--- src/rtl/noc_arb_pkg.sv ---
// Shared definitions for the NoC output-stage round-robin arbiter.
package noc_arb_pkg;

   localparam int unsigned LOCAL     = 0;
   localparam int unsigned NORTH     = 1;
   localparam int unsigned EAST      = 2;
   localparam int unsigned WEST      = 3;
   localparam int unsigned SOUTH     = 4;
   localparam int unsigned MAX_PORTS = 16;

   typedef enum logic {
      ARB_IDLE  = 1'b0,
      ARB_GRANT = 1'b1
   } arb_state_e;

   // Bit idx set when idx is a valid port of an n-port router; callers truncate to n bits.
   function automatic logic [MAX_PORTS-1:0] onehot(input int unsigned idx, input int unsigned n);
      onehot = (idx < n) ? (MAX_PORTS'(1) << idx) : '0;
   endfunction

endpackage

--- src/rtl/rr_pick.sv ---
// Combinational cyclic search: first requesting port at or after start, skipping excluded ports.
module rr_pick #(
   parameter int NUM_PORTS = 5,
   parameter int IDX_W     = 3
) (
   input  logic [NUM_PORTS-1:0] req,
   input  logic [IDX_W-1:0]     start,
   input  logic [NUM_PORTS-1:0] excl,
   output logic                 found,
   output logic [IDX_W-1:0]     idx
);

   logic [NUM_PORTS-1:0] cand;
   logic [NUM_PORTS-1:0] shifted;
   int                   p;

   assign cand = req & ~excl;

   always_comb begin
      found   = 1'b0;
      idx     = '0;
      p       = 0;
      shifted = '0;
      for (int k = 0; k < NUM_PORTS; k++) begin
         p = int'(start) + k;
         if (p >= NUM_PORTS) p = p - NUM_PORTS;
         shifted = cand >> p;
         if (!found && shifted[0]) begin
            found = 1'b1;
            idx   = IDX_W'(p);
         end
      end
   end

endmodule

--- src/rtl/noc_rr_arbiter.sv ---
// N-port round-robin output arbiter with hold limit and RTS/DCTS handshake to the next router.
//   state     | meaning
//   ARB_IDLE  | no owner; scan all ports starting after the last owner
//   ARB_GRANT | owner holds the crossbar; rts raised toward downstream
module noc_rr_arbiter
   import noc_arb_pkg::*;
#(
   parameter  int NUM_PORTS = 5,
   parameter  int MAX_HOLD  = 8,
   localparam int CNT_W     = $clog2(MAX_HOLD + 1)
) (
   input  logic                 clk,
   input  logic                 rst,
   input  logic [NUM_PORTS-1:0] req,
   input  logic                 dcts,
   output logic [NUM_PORTS-1:0] grant,
   output logic [NUM_PORTS-1:0] xbar_sel,
   output logic                 rts,
   output logic                 busy
);

   localparam int               IDX_W    = (NUM_PORTS > 1) ? $clog2(NUM_PORTS) : 1;
   localparam logic [CNT_W-1:0] HOLD_MAX = CNT_W'(MAX_HOLD);
   localparam logic [CNT_W:0]   EFF_MAX  = (CNT_W + 1)'(MAX_HOLD);

   arb_state_e       state_q, state_d;
   logic [IDX_W-1:0] owner_q, owner_d;
   logic [IDX_W-1:0] last_q, last_d;
   logic [CNT_W-1:0] hold_cnt_q, hold_cnt_d;
   logic             rts_q, rts_d;

   logic                 active, hs, stall;
   logic [NUM_PORTS-1:0] owner_oh;
   logic                 req_own, req_others;
   logic [CNT_W:0]       eff;
   logic [CNT_W-1:0]     hold_inc;
   logic [IDX_W-1:0]     owner_inc, last_inc;
   logic [IDX_W-1:0]     pick_start;
   logic [NUM_PORTS-1:0] pick_excl;
   logic                 pick_found;
   logic [IDX_W-1:0]     pick_idx;

   assign active     = (state_q == ARB_GRANT);
   assign hs         = rts_q & dcts;
   assign stall      = rts_q & ~dcts;
   assign owner_oh   = NUM_PORTS'(onehot(32'(owner_q), NUM_PORTS));
   assign req_own    = |(req & owner_oh);
   assign req_others = |(req & ~owner_oh);
   assign eff        = {1'b0, hold_cnt_q} + (CNT_W + 1)'(hs);
   assign hold_inc   = (hold_cnt_q == HOLD_MAX) ? hold_cnt_q : hold_cnt_q + CNT_W'(hs);
   assign owner_inc  = (int'(owner_q) == NUM_PORTS - 1) ? '0 : owner_q + IDX_W'(1);
   assign last_inc   = (int'(last_q) == NUM_PORTS - 1) ? '0 : last_q + IDX_W'(1);

   // One search engine: continue after the owner while granting, after the last owner when idle.
   assign pick_start = active ? owner_inc : last_inc;
   assign pick_excl  = active ? owner_oh : '0;

   rr_pick #(
      .NUM_PORTS (NUM_PORTS),
      .IDX_W     (IDX_W)
   ) u_pick (
      .req   (req),
      .start (pick_start),
      .excl  (pick_excl),
      .found (pick_found),
      .idx   (pick_idx)
   );

   always_comb begin
      state_d    = state_q;
      owner_d    = owner_q;
      last_d     = last_q;
      hold_cnt_d = hold_cnt_q;
      rts_d      = rts_q;
      if (stall) begin
         rts_d = 1'b1;
      end else if (!active) begin
         rts_d = 1'b0;
         if (pick_found) begin
            state_d    = ARB_GRANT;
            owner_d    = pick_idx;
            hold_cnt_d = '0;
         end
      end else begin
         if (req_own && ((eff < EFF_MAX) || !req_others)) begin
            hold_cnt_d = hold_inc;
         end else if (pick_found) begin
            owner_d    = pick_idx;
            last_d     = owner_q;
            hold_cnt_d = '0;
         end else begin
            state_d    = ARB_IDLE;
            last_d     = owner_q;
            hold_cnt_d = '0;
         end
         // Never leave rts up toward downstream on the edge we drop to idle.
         rts_d = ~hs & (state_d == ARB_GRANT);
      end
   end

   always_ff @(posedge clk) begin
      if (rst) begin
         state_q    <= ARB_IDLE;
         owner_q    <= IDX_W'(LOCAL);
         last_q     <= IDX_W'(NUM_PORTS - 1);
         hold_cnt_q <= '0;
         rts_q      <= 1'b0;
      end else begin
         state_q    <= state_d;
         owner_q    <= owner_d;
         last_q     <= last_d;
         hold_cnt_q <= hold_cnt_d;
         rts_q      <= rts_d;
      end
   end

   assign grant    = owner_oh & {NUM_PORTS{active & hs}};
   assign xbar_sel = active ? owner_oh : '0;
   assign rts      = rts_q;
   assign busy     = active;

endmodule
--- config.mk ---
export PLATFORM = sky130hd
export DESIGN_NAME = noc_rr_arbiter
export DESIGN_NICKNAME = d
export VERILOG_FILES = /design/src/rtl/noc_arb_pkg.sv /design/src/rtl/rr_pick.sv /design/src/rtl/noc_rr_arbiter.sv
export SDC_FILE = /design/constraint.sdc
export NUM_CORES = 1
export LEC_CHECK = 0
export CAP_MARGIN = 30
export CORE_AREA = 2 2 63 65
export CTS_BUF_LIST = sky130_fd_sc_hd__clkbuf_8
export DETAILED_ROUTE_END_ITERATION = 8
export DIE_AREA = 0 0 65 67
export PLACE_DENSITY = 0.95
export SLEW_MARGIN = 10
export SYNTH_ARGS = -nofsm -noshare
export SYNTH_HDL_FRONTEND = slang
export SYNTH_SLANG_ARGS = --single-unit
--- constraint.sdc ---
create_clock -name clk -period 12.6 [get_ports clk]
set_clock_uncertainty 0.05 [all_clocks]
set_input_delay 1.26 -clock clk [delete_from_list [all_inputs] [get_ports clk]]
set_output_delay 1.26 -clock clk [all_outputs]
set_load 0.05 [all_outputs]
* Yosys cells after proc, flatten, opt, wreduce, memory -nomap -nowiden
Cells that the tools add are included. Widths: inputs -> output; s select.
Storage, ports and cells: flip-flop bits (word level) 12, bits of input ports 8, output and inout bits 12, logic and storage cells 101
Cells by class: $add $sub $neg 13, magnitude comparators 7, equal/unequal tests 5, shifts and indexed selects 6, muxes and demuxes 34, bitwise logic cells 14, reductions and logical operators 17
Operators with widths (number):
- $mux 32 | 5
- $shr 5x32->1 | 5
- $ge 32x4->1 const B | 4
- $sub 32x4->32 const B | 4
- $mux 3 | 11
- $and 5x5->5 | 4
- $mux 4 | 4
- $mux 1 | 12
- $mux 5 | 2
- $not 5->5 | 2
- $reduce_or 5->1 | 2
- $add 3x2->4 const B | 2
- $add 3x1->3 const B | 2
- $eq 3x3->1 const B | 2
- $reduce_and 3->1 | 2
- $add 4x1->5 | 1
- $logic_and 1x1->1 | 5
- $logic_not 1->1 | 5
- $lt 5x4->1 const B | 1
- $shl 1x3->5 const A | 1
- $add 3x1->4 const B | 1
- $add 3x3->4 const B | 1
- $add 4x1->4 | 1
- $and 1x1->1 | 4
- other kinds (10) | 13

* Logic depth before layout (Yosys ltp)
Gate-level depths: netlist of run 1.
word-level depth 26, gate-level depth with buffers 19, gate-level depth less buffers 16

* By module
A second synthesis of run 1 with hierarchy kept.
Second synthesis, totals: cells, all modules 303, area, all modules 2328.5 µm²
Modules (own cells, without submodules):
- rr_pick | times used 1, cells an instance 188, area an instance 1377.6 µm², sequential area each 0.0 µm²
- noc_rr_arbiter | times used 1, cells an instance 115, area an instance 950.9 µm², sequential area each 240.2 µm²

* Worst setup path after synthesis of run 1
Ideal clock, no wire load.
kind reg-to-reg, start register owner_q[0], end register hold_cnt_q[0], library setup time 0.072 ns, arrival time 4.545 ns, required time 12.478 ns, path slack 7.934 ns, cell stages (with the launch flop) 19, buffers on the path 3, clock period less this slack 4.666 ns, path through dfxtp_1 -> clkbuf_1 -> inv_1 -> ha_1 -> a21bo_2 -> o21ai_4 -> inv_2 -> clkbuf_1 -> buf_1 -> ha_1 -> fa_1 -> a21boi_1 -> nand2_1 -> o32a_1 -> and4_1 -> nand3b_1 -> nand4bb_1 -> o21ai_1 -> mux2i_1
Between the ends: longest elaborated chain between the ends 21, elaborated cells on any way between the ends 60, classes of those cells add/sub (10); order compare (6); eq/ne (2); shift (6); mux (16); bitwise (5); reduce/logical (15)
Ends and longest elaborated chain:
- start, declared | RTL line noc_rr_arbiter.sv:27 | logic [IDX_W-1:0] owner_q, owner_d;
- start signal, assigned | RTL line noc_rr_arbiter.sv:104 | owner_q <= IDX_W'(LOCAL);
- start signal, assigned | RTL line noc_rr_arbiter.sv:110 | owner_q <= owner_d;
- parallel branches: the longest is 21 deep, another holds $sub 32x4->32
- end signal, assigned | RTL line noc_rr_arbiter.sv:112 | hold_cnt_q <= hold_cnt_d;
- end, declared | RTL line noc_rr_arbiter.sv:29 | logic [CNT_W-1:0] hold_cnt_q, hold_cnt_d;
Several ways; the timed one is not identified. A chain may end at the register's enable or synchronous reset.

* Worst setup path after layout of run 1
start register owner_q[0], end register hold_cnt_q[1]
The elaborated chain is that of the path after synthesis.

==> results of run 1 <==
Yosys cell counts (4+ instances only):
library cell  number  area (um2)
nand2_1           31         116
ha_1              26         325
nor2_1            24        90.1
a21oi_1           22         110
inv_1             18        67.6
o21ai_0           13        65.1
dfxtp_1           12         240
mux2i_1           12         120
nor3_1            12        60.1
clkbuf_1          11        41.3
nand3_1           10        50.1
mux2_2             6        67.6
o221ai_1           6        52.6
and2_1             5        31.3
nor4_1             5        31.3
o211ai_1           5        37.5
a211oi_1           4        30.0
nand2b_1           4        25.0
nand3b_1           4        30.0
xnor2_1            4        35.0
state kept, by name, summed over array words and instances, names as in the netlist:
signal and cells:
busy 1, owner_q 3, last_q 3, hold_cnt_q 4, rts 1
final timing paths:
| check | slack, ns | end |
|---|---|---|
| worst min-delay path | 0.47 | hold_cnt_q[1] |
| worst max register to register | 7.42 | hold_cnt_q[1] |
| worst max-delay path | 7.42 | hold_cnt_q[1] |
| worst min register to register | 0.47 | hold_cnt_q[1] |
per-layer routing:
| metal | part of all wire | GRT usage |
|---|---|---|
| met3 | 0.064 | 0.0372 |
| met1 | 0.45 | 0.377 |
| met4 | 0.034 | 0.125 |
| met5 | 0 | 0 |
| met2 | 0.46 | 0.469 |
kinds of logic (layout without fill, tap and decap cells):
group	after synthesis	count (layout)
flip-flops	12	12
multiplexers	19	19
buffers and inverters	36	43
adder cells (fa/ha/maj)	27	27
AND/OR/NAND/NOR	118	118
AO/OA/AOI/OAI	87	87
XOR/XNOR	5	5
per-stage QoR:
stage,util,instance area (um2)
floorplan,-,2280
global placement,0.684,2470
detailed placement,0.684,2470
CTS,0.695,2510
global route,0.695,2510
finish,0.695,2510
area by class of cell:
type / count / area, um2 / share of cell area
timing repair buffer: 19 / 190 / 0.0758
tap: 48 / 60.1 / 0.0240
multi-input combinational: 256 / 1890 / 0.755
sequential: 12 / 240 / 0.0958
clock buffer: 3 / 41.3 / 0.0165
inverter: 21 / 81.3 / 0.0324
worst register-to-register path, stage by stage, from the launching register on:
cell and delay [ns]:
dfxtp_1 0.57, inv_1 0.17, ha_1 0.30, a21bo_2 0.27
o21ai_4 0.46, inv_2 0.35, ha_1 0.30, fa_1 0.41
a21boi_1 0.25, nor2_1 0.20, and3_1 0.17, a311oi_1 0.05
and4_1 0.27, nand3b_1 0.33, nand4bb_1 0.38, o21ai_1 0.34
mux2i_1 0.24
==> summary.md, run 1 <==
| Metric | Value |
|---|---|
| Status | completed |
| Hold crit path type | flip-flop to flip-flop |
| Row count | 22 |
| Setup bufs post-CTS | 0 |
| CTS Buffer Depth | 2 |
| Clk slew on worst S/H paths | 0.05 ns |
| Syn Inst Count | 304 |
| Avg Cell Area, Syn | 7.51 um2 |
| Fmax | 0.193 GHz |
| CP Cell Sequence | inv_1 -> ha_1 -> a21bo_2 -> o21ai_4 -> inv_2 -> ha_1 -> fa_1 -> a21boi_1 -> nor2_1 -> and3_1 -> a311oi_1 -> and4_1 -> nand3b_1 -> nand4bb_1 -> o21ai_1 -> mux2i_1 |
| Number of synthesized flops with an enable pin | 0 |
| Clk root buf | clkbuf_8 |
| Slew @ Worst Pin | 0.990 ns |
| # hold bufs at CTS | 0 |
| Mapped Area | 2280 um2 |
| Hold Crit Depth | 2 |
| Crit-path slowest cell | dfxtp_1 |
| Post-synthesis simple-gate area fraction | 0.282 |
| Residual DRC | 0 |
| Setup violators final | 0 |
| Share of cells above drive strength 1 | 0.0932 |
| DP Cell Count | 356 |
| Max-slew violations | 0 |
| ANT nets after route | 0 |
| Max-Cap Viols | 0 |
| CP delay by family, top | compound AO/OA/AOI/OAI gates |
| Async SR Flop Fraction | 0 |
| Fin crit share | 0.411 |
| WHS | 0.467 ns |
| Critical Path Start | owner_q[0] |
| RSZ-0062 raised after global routing | false |
| Initial antenna violation count | 0 |
| Final hold vios | 0 |
| TritonCTS clock tree | done |
| Dominant synthesized flop cell | dfxtp_1 |
| Synth warn | 0 |
| Crit path DAT | 5.29 ns |
| Clk sink count | 12 |
| NumNets Final | 348 |
| Post-CTS sizing | 0 |
| Crit. End Element | flip-flop |
| Synth Net Count | 339 |
| GRT overflow | 0 |
| Compound-Gate Fraction of Synth Area | 0.282 |
| Post-synthesis mux area share | 0.0921 |
| Register area share after synthesis | 0.105 |
| Min Tclk post-route | 5.18 ns |
| WP depth | 16 |
| Die area | 4360 um2 |
| Starting Density | 0.633 |
| Total Routing Usage GR | 0.287 |
| H-tree lvl count | 1 |
| Reg-to-Reg Start | owner_q[0] |
| Vert. Die Dim | 67 um |
| Register bit total from synthesis | 12 |
| Area growth syn-to-layout | 9.87% |
| Setup crit start kind | flip-flop |
| Place WS | 7.50 ns |
| Critical path required time | 12.72 ns |
| Final WL | 5980 um |
| DR iter-0 viols | 279 |
| Port Buf Inserts | 19 |
| CP max stage delay | 0.57 ns |
| Count of cell types in the netlist | 69 |
| Largest family of logic cells by synthesized area | simple AND/OR/NAND/NOR gates |
| FILL cells | 304 |
| Router iterations before antenna repair | 5 |
| Largest net degree at the start of global routing | 26 |
| ANT cells | 0 |
| Slew headroom | 0.334 |
| Clock latency on the worst-skew pair | 0.24 ns |
| Setup TNS | 0 ns |
| DR vias/cell | 6.61 |
| R2R cell count | 16 |
| RD Place Congestion | 1.04 |
| Number of CTS-inserted buffers | 3 |
| Vias in the first global route | 2,108 |
| Chip width | 65 um |
| Fin cells | 359 |
| Hold path startpoint | hold_cnt_q[1] |
| Via count | 2,372 |
| HPWL Detailed | 4310 um |
| Commonest non-fill, non-tap cells in the layout | nand2_1 (31), ha_1 (26), nor2_1 (24), a21oi_1 (22), clkdlybuf4s50_1 (19) |
| PnR worst setup slack | 7.42 ns |
| XOR/XNOR share of the synthesized area | 0.0225 |
| CP bufs+invs | 2 |
| Commonest non-fill, non-tap cell in the layout | nand2_1 |
| Cell seen most often among critical-path stages | ha_1 |
| Critical path type | flip-flop to flip-flop |
| WL per Instance | 16.6 um |
| Global-route wire length before repair | 9880 um |
| Critical path peak fanout | 25 |
| Core Area | 3610 um2 |
| Adder-Cell Fraction of Synth Area | 0.151 |
| Number of I/O pins | 20 |
Power of run 1 is left out: the tool's default activity adds up to more than one toggle a clock period on the data nets, which glitch-free logic cannot reach.
==> run 2: changes to the inputs <==
- CORE_AREA: 2 2 63 65 -> 2 2 65 67
- DIE_AREA: 0 0 65 67 -> 0 0 67 69
- PLACE_DENSITY: 0.95 -> 0.93
- clock period: 12.6 -> 5.2 ns (I/O delays scaled with it)
==> run 2 against run 1 <==
Net effect:
- register-to-register slack got worse by 7.0 ns
- via count increased by 6.1%
- global-route usage decreased by 1.1 points
- worst hold slack improved by 0.025 ns
- fmax increased by 9.3%
- routed wire length increased by 5.6%
- core utilization decreased by 4.2 points
- count of clock-buffer cells in the layout increased by 1
- sequential cell count unchanged
- critical path depth decreased by 2
==> summary.md, run 2 (synthesized netlist as in run 1, its figures left out) <==
| Metric | Value |
|---|---|
| Global-route wire length before repair | 10,300 um (+4.3%) |
| Vias in the first global route | 2,294 (+8.8%) |
| # hold bufs at CTS | 0 (unchanged) |
| Die area | 4620 um2 (+6.2%) |
| Slew headroom | 0.613 (+0.279) |
| Regs by FF count | hold_cnt_q (4), last_q (3), owner_q (3) |
| Reg with most FFs | hold_cnt_q |
| Area growth syn-to-layout | 12.1% |
| NumNets Final | 352 (+1.1%) |
| Clock latency on the worst-skew pair | 0.24 ns (about the same) |
| Number of CTS-inserted buffers | 3 (unchanged) |
| Via count | 2,517 (+6.1%) |
| Number of I/O pins | 20 (unchanged) |
| Max-slew violations | 0 (unchanged) |
| ANT cells | 0 (unchanged) |
| TritonCTS clock tree | done |
| Chip width | 67 um (+3.1%) |
| Final hold vios | 0 (unchanged) |
| Total Routing Usage GR | 0.276 (-0.0114) |
| GRT overflow | 0 (unchanged) |
| Row count | 23 (+4.5%) |
| FILL cells | 314 (+3.3%) |
| Crit. End Element | flip-flop |
| Vert. Die Dim | 69 um (+3.0%) |
| Port Buf Inserts | 19 (unchanged) |
| Critical path peak fanout | 17 (-32%) |
| Critical path type | flip-flop to flip-flop |
| WL per Instance | 17.2 um (+3.6%) |
| Max-Cap Viols | 0 (unchanged) |
| H-tree lvl count | 1 (unchanged) |
| ANT nets after route | 0 (unchanged) |
| Status | completed |
| Commonest non-fill, non-tap cells in the layout | nand2_1 (31), ha_1 (26), nor2_1 (24), a21oi_1 (22), clkdlybuf4s50_1 (19) |
| RSZ-0062 raised after global routing | false |
| Commonest non-fill, non-tap cell in the layout | nand2_1 |
| Fmax | 0.211 GHz (+9.3%) |
| Setup violators final | 0 (unchanged) |
| CTS Buffer Depth | 2 (unchanged) |
| DR vias/cell | 6.88 (+4.1%) |
| Clk root buf | clkbuf_8 |
| Fin cells | 366 (+1.9%) |
| HPWL Detailed | 4690 um (+8.8%) |
| Share of cells above drive strength 1 | 0.111 (+0.0175) |
| Clk slew on worst S/H paths | 0.06 ns (about the same) |
| Min Tclk post-route | 4.74 ns (-0.442 ns) |
| Final WL | 6310 um (+5.6%) |
| Initial antenna violation count | 0 (unchanged) |
| Clk sink count | 12 (unchanged) |
| Crit path DAT | 4.84 ns (-0.45 ns) |
| Post-CTS sizing | 0 (unchanged) |
| Router iterations before antenna repair | 5 (unchanged) |
| Setup TNS | 0 ns (unchanged) |
| Starting Density | 0.583 (-0.0498) |
| DP Cell Count | 362 (+1.7%) |
| Slew @ Worst Pin | 0.579 ns (-0.411 ns) |
| Setup bufs post-CTS | 0 (unchanged) |
| Largest net degree at the start of global routing | 24 (-7.7%) |
| Core Area | 3910 um2 (+8.5%) |
| Largest register FFs | 4 (unchanged) |
| Hold crit path type | flip-flop to flip-flop |
| Residual DRC | 0 (unchanged) |
| Setup crit start kind | flip-flop |
| DR iter-0 viols | 343 (+23%) |
| Critical path required time | 5.30 ns (-7.42 ns) |
| Fin crit share | 0.911 (+0.500) |
| RD Place Congestion | 0.926 (-11%) |
run 2: cell types whose count changed in the layout (fill, tap and decap cells not counted):
cell | before | now
buf_4 | 0 | 4
clkbuf_8 | 3 | 4
a21boi_1 | 1 | 0
a21boi_2 | 0 | 1
run 2: metrics by stage:
stage / worst slack [ns] / area (um2) / hold WS [ns] / util
floorplan: 0.534 / 2280 / 0.405 / -
global placement: 0.647 / 2500 / 0.417 / 0.638
detailed placement: 0.529 / 2500 / 0.444 / 0.638
CTS: 0.397 / 2550 / 0.480 / 0.652
global route: 0.206 / 2560 / 0.498 / 0.653
finish: 0.465 / 2560 / 0.492 / 0.653
run 2: worst paths after layout:
path,start,endpoint,slack (ns),cells past startpoint
setup / recovery,owner_q[0],hold_cnt_q[1],0.46,14
hold / removal,last_q[1],last_q[1],0.49,2
setup reg to reg,owner_q[0],hold_cnt_q[1],0.46,14
hold reg to reg,last_q[1],last_q[1],0.49,2
run 2: cell type report:
| class | count | area, um2 | area share |
|---|---|---|---|
| Timing Repair Buffer | 23 | 220 | 0.0861 |
| Clock buffer | 4 | 55.1 | 0.0215 |
| Sequential cell | 12 | 240 | 0.0939 |
| Tap cell | 50 | 62.6 | 0.0245 |
| Inverter | 21 | 81.3 | 0.0318 |
| Multi-Input combinational cell | 256 | 1900 | 0.742 |
run 2: critical path: stages, from the launching register on:
cell	delay, ns
dfxtp_1	0.57
inv_1	0.17
ha_1	0.30
a21bo_2	0.28
o211ai_4	0.40
inv_4	0.18
fa_1	0.47
a21boi_2	0.23
nand2b_1	0.21
o32a_1	0.18
and4_1	0.24
nand3b_1	0.32
nand4bb_1	0.39
o21ai_1	0.38
mux2i_1	0.28
run 2: routing by layer:
layer	part of all wire	GRT usage	vias up
met5	0	0	-
met4	0.029	0.0975	0
met3	0.089	0.0571	30
met2	0.48	0.444	145
met1	0.40	0.357	1173
li1	-	-	1169
Power of run 2 is left out for the same reason.
